==> src/rtl/fill_drain.sv <==
// fill_drain: read side of the fill FIFO. Pops one {addr, line} entry, issues a
// single address phase, streams the line as DATA_W/BEAT_W beats (beat 0 = LSBs),
// then waits for one write response. Only one line is ever in flight.
// Optional feature macro: FILL_DRAIN_CNT_EN adds fill_cnt_o, a saturating count
// of completed line writes.
module fill_drain #(
    parameter int ADDR_W = 64,
    parameter int DATA_W = 512,
    parameter int BEAT_W = 128
) (
    input  logic                     clk,
    input  logic                     rst,
    input  logic                     fill_fifo_empty_i,
    output logic                     fill_fifo_rden_o,
    input  logic [ADDR_W+DATA_W-1:0] fill_fifo_rdata_i,
    output logic                     dram_awvalid_o,
    input  logic                     dram_awready_i,
    output logic [ADDR_W-1:0]        dram_awaddr_o,
    output logic                     dram_wvalid_o,
    input  logic                     dram_wready_i,
    output logic [BEAT_W-1:0]        dram_wdata_o,
    output logic                     dram_wlast_o,
    input  logic                     dram_bvalid_i,
    output logic                     dram_bready_o,
`ifdef FILL_DRAIN_CNT_EN
    output logic [31:0]              fill_cnt_o,
`endif
    output logic                     busy_o
);

    localparam int NBEATS = DATA_W / BEAT_W;
    localparam int CNT_W  = (NBEATS > 1) ? $clog2(NBEATS) : 1;
    localparam logic [CNT_W-1:0] LAST_BEAT = CNT_W'(NBEATS - 1);

    typedef enum logic [2:0] {
        S_IDLE,
        S_LOAD,
        S_AW,
        S_W,
        S_B
    } state_t;

    state_t                       state;
    state_t                       state_next;
    logic [CNT_W-1:0]             beat;
    logic [ADDR_W-1:0]            addr_q;
    logic [NBEATS-1:0][BEAT_W-1:0] data_q;

    // State register; reset abandons any line in flight.
    always_ff @(posedge clk or posedge rst) begin
        if (rst) begin
            state <= S_IDLE;
        end else begin
            state <= state_next;
        end
    end

    // Next-state and handshake strobes; rden is gated by rst so every output is low in reset.
    always_comb begin
        state_next       = state;
        fill_fifo_rden_o = 1'b0;
        dram_awvalid_o   = 1'b0;
        dram_wvalid_o    = 1'b0;
        dram_wlast_o     = 1'b0;
        dram_bready_o    = 1'b0;
        case (state)
            S_IDLE: begin
                if (!fill_fifo_empty_i && !rst) begin
                    fill_fifo_rden_o = 1'b1;
                    state_next       = S_LOAD;
                end
            end
            S_LOAD: begin
                state_next = S_AW;
            end
            S_AW: begin
                dram_awvalid_o = 1'b1;
                if (dram_awready_i) begin
                    state_next = S_W;
                end
            end
            S_W: begin
                dram_wvalid_o = 1'b1;
                dram_wlast_o  = (beat == LAST_BEAT);
                if (dram_wready_i && (beat == LAST_BEAT)) begin
                    state_next = S_B;
                end
            end
            S_B: begin
                dram_bready_o = 1'b1;
                if (dram_bvalid_i) begin
                    state_next = S_IDLE;
                end
            end
            default: begin
                state_next = S_IDLE;
            end
        endcase
    end

    // Capture the popped entry in the cycle after rden, when the FIFO data is valid.
    always_ff @(posedge clk or posedge rst) begin
        if (rst) begin
            addr_q <= '0;
            data_q <= '0;
        end else if (state == S_LOAD) begin
            addr_q <= fill_fifo_rdata_i[ADDR_W+DATA_W-1:DATA_W];
            data_q <= fill_fifo_rdata_i[DATA_W-1:0];
        end
    end

    // Beat index advances only on an accepted beat and wraps after the last one.
    always_ff @(posedge clk or posedge rst) begin
        if (rst) begin
            beat <= '0;
        end else if ((state == S_W) && dram_wready_i) begin
            beat <= (beat == LAST_BEAT) ? '0 : beat + 1'b1;
        end
    end

`ifdef FILL_DRAIN_CNT_EN
    // Completed-line counter, sticking at all-ones rather than wrapping.
    always_ff @(posedge clk or posedge rst) begin
        if (rst) begin
            fill_cnt_o <= '0;
        end else if (dram_bready_o && dram_bvalid_i && (fill_cnt_o != 32'hFFFF_FFFF)) begin
            fill_cnt_o <= fill_cnt_o + 32'd1;
        end
    end
`endif

    assign dram_awaddr_o = addr_q;
    assign dram_wdata_o  = data_q[beat];
    assign busy_o        = (state != S_IDLE);

endmodule

==> config.mk <==
export PLATFORM = sky130hd
export DESIGN_NAME = fill_drain
export DESIGN_NICKNAME = d
export VERILOG_FILES = /design/src/rtl/fill_drain.sv
export SDC_FILE = /design/constraint.sdc
export NUM_CORES = 2
export LEC_CHECK = 0
export CORE_AREA = 10 10 294 296
export DETAILED_ROUTE_END_ITERATION = 7
export DIE_AREA = 0 0 304 306
export PLACE_DENSITY_LB_ADDON = 0.15
export SYNTH_ARGS = -nofsm -noshare
export SYNTH_HDL_FRONTEND = slang
export SYNTH_SLANG_ARGS = --single-unit
export TNS_END_PERCENT = 5
==> constraint.sdc <==
create_clock -name clk -period 38.6 [get_ports clk]
set_clock_uncertainty 0.15 [all_clocks]
set_input_delay 9.65 -clock clk [delete_from_list [all_inputs] [get_ports clk]]
set_output_delay 9.65 -clock clk [all_outputs]
set_load 0.05 [all_outputs]
==> impl_metrics.ini <==
[cells_and_area]
multi_input_area_um2 = 9710
area_growth_pct = 42.5
finalNetCount = 2760
drive_gt1_share_pct = 37.6
final_util_pct = 44.7
layout_commonest_cell = clkdlybuf4s50_1
final_cell_area_um2 = 35900
ff_latch_area_um2 = 14500
fill_cells = 7164
mostFrequentLayoutCells = clkdlybuf4s50_1 (779), dfrtp_1 (579), mux2_2 (529)

[worst_hold_path]
holdCritPathClass = register to register
worst_hold_startpoint = data_q[192]$_DFFE_PP0P_

[power]
combPwrFrac_pct = 52.2
intPower_uw = 2190
ir_drop_mv = 0.0701
power_frac_seq_pct = 29.8
leakagePower_uw = 0.0144
pwr_density_cell_nw_per_um2 = 102
power_frac_clock_pct = 18.0
p_sw_share_pct = 40.4
p_switching_uw = 1480

[sta]
layout_min_cycle_time_ps = 21240
period_share_pct = 55.0
fmax_mhz = 47.1
max_slew_margin_pct = 28.0
setup_viol = 0
rsz0062_at_grt = false
slew_viol_final = 0
tns_ps = 0
worst_pin_slew_ps = 1080
hold_violations = 0

[global_routing]
grt_pass1_vias = 17600
globalRouteOverflowTotal = 0
grt_usage_pct = 17.3
grt_pass1_wl_um = 121000
antenna_found_initial = 50
grt_max_degree = 166

[synth]
ys_types = 25
ys_seq_area_share_pct = 57.7
synth_area_um2 = 25200
synth_area_per_cell_um2 = 18.0
synthCells = 1401
yosysWarnings = 0
syn_nets = 1984
ys_seq_elements = 581

[cts]
root_buffer = clkbuf_16
clk_pin_slew_worst_paths_ps = 50
cts_tree = yes
htree_levels = 3
cts_hold_repair.buffers = 0
clock_sinks = 581
post_cts_buffers = 0
worstSkewPairLatency_ps = 590
cts-resized-gates = 0
cts_made_buffers = 69
clock_path_buffers = 3

[die]
placementRows = 104
dieArea_um2 = 93000
die_w_um = 304
io_pins = 780
die_h_um = 306
start_util_pct = 31.4
core-area_um2 = 80300

[setup_path]
path_cells = clkdlybuf4s50_1, or2_2, nor2_1, clkdlybuf4s50_1
cpMostUsedCell = clkdlybuf4s50_1
crit_start = rst
slowest_delay_ps = 820
cp-end-kind = output pin
cp_max_fo = 2
start_kind = input port
crit_required_ps = 28800
slowest_stage = clkdlybuf4s50_1
critPathKind = input port to output pin
rrSetupSlack_ps = 33940
timing.rr.start = state[0]$_DFFE_PP0P_
crit_arrival_ps = 11440

[detailed_routing]
via_per_inst = 4.68
firstDrtPassIters = 4
wire_per_inst_um = 25.0
via_count = 15500
drtIter0Drc = 610
ant_nets = 0
drc = 0
routed_wl_um = 82700

[status]
status = complete, no violations

[run]
cap_violations = 0

[placed_design]
dpl.hpwl_um = 61700
io_buffers = 779
routabilityCongestion = 0.793
place_area_um2 = 33500
[flip-flops by register name (all words and copies together), names as in the netlist]
register       flops
data_q           512
dram_awaddr_o     64
state              3
beat               2
[area by class of cell]
cell class	count	share of cell area, %
clock buffer	103	5.78
clock inverter	17	0.599
multi-input combinational	724	27.0
inverter	3	0.0523
sequential	581	40.5
tap	1060	3.69
timing repair buffer	798	22.1
antenna	28	0.195
[logic make-up after synthesis]
logic type      after synthesis  synth area share (%)
simple gates                 14                 0.343
fa+ha+maj                     1                0.0497
compound gates                3                0.0994
buf+inv                      96                  3.79
mux                         706                  38.0
flops                       581                  57.7
[worst paths after layout]
path,depth (start not counted),to
worst max-delay path,4,fill_fifo_rden_o
worst min-delay path,1,data_q[192]$_DFFE_PP0P_
worst max register to register,5,data_q[289]$_DFFE_PP0P_
worst min register to register,1,data_q[192]$_DFFE_PP0P_
max in group asynchronous,5,data_q[301]$_DFFE_PP0P_
min in group asynchronous,2,dram_awaddr_o[62]$_DFFE_PP0P_
[per-layer routing]
metal / up-vias / share of wire, % / GRT usage, %
li1: 6837 / - / -
met1: 7988 / 35 / 17.6
met2: 495 / 53 / 30.5
met3: 134 / 9.8 / 7.96
met4: 48 / 2.4 / 6.84
met5: - / 0.35 / 0
[power by group through the flow]
stage / Sequential [uW] / Clock, uW / Combinational, uW
3_5_place_dp: 1110 / 0 / 1940
5_1_grt: 1140 / 708 / 2010
4_1_cts: 1100 / 684 / 1950
3_3_place_gp: 1090 / 0 / 1930
6_report: 1090 / 659 / 1920
2_1_floorplan: 1160 / 0 / 1290
[cells in the mapped netlist (all sizes together)]
| master | instances | area, um^2 |
|---|---|---|
| dfrtp | 581 | 14500 |
| nand4b | 1 | 8.76 |
| or2 | 1 | 6.26 |
| or3 | 1 | 6.26 |
| a22o | 1 | 8.76 |
| clkbuf | 2 | 7.51 |
| nor2 | 6 | 22.5 |
| buf | 91 | 936 |
| nor3b | 2 | 20.0 |
| and3 | 1 | 6.26 |
| ha | 1 | 12.5 |
| and4b | 1 | 10.0 |
| a211oi | 1 | 7.51 |
| nand2b | 1 | 6.26 |
| inv | 3 | 11.3 |
| o32ai | 1 | 8.76 |
| mux2 | 578 | 6690 |
| mux4 | 128 | 2880 |
[worst max-delay path, delay by kind of cell]
kind | cells | cell delay, ps
buf+inv | 2 | 1330
simple gates | 2 | 460
[per-stage QoR]
step	total power [uW]	worst slack [ps]	hold slack (ps)	cells
5_1_grt	3860	17290	360	3308
3_3_place_gp	3020	17310	334	3166
3_5_place_dp	3050	17350	340	3166
6_report	3670	17360	348	3314
4_1_cts	3730	17330	354	3286
2_1_floorplan	2450	12540	325	1401
(Power assumes the default switching activity.)
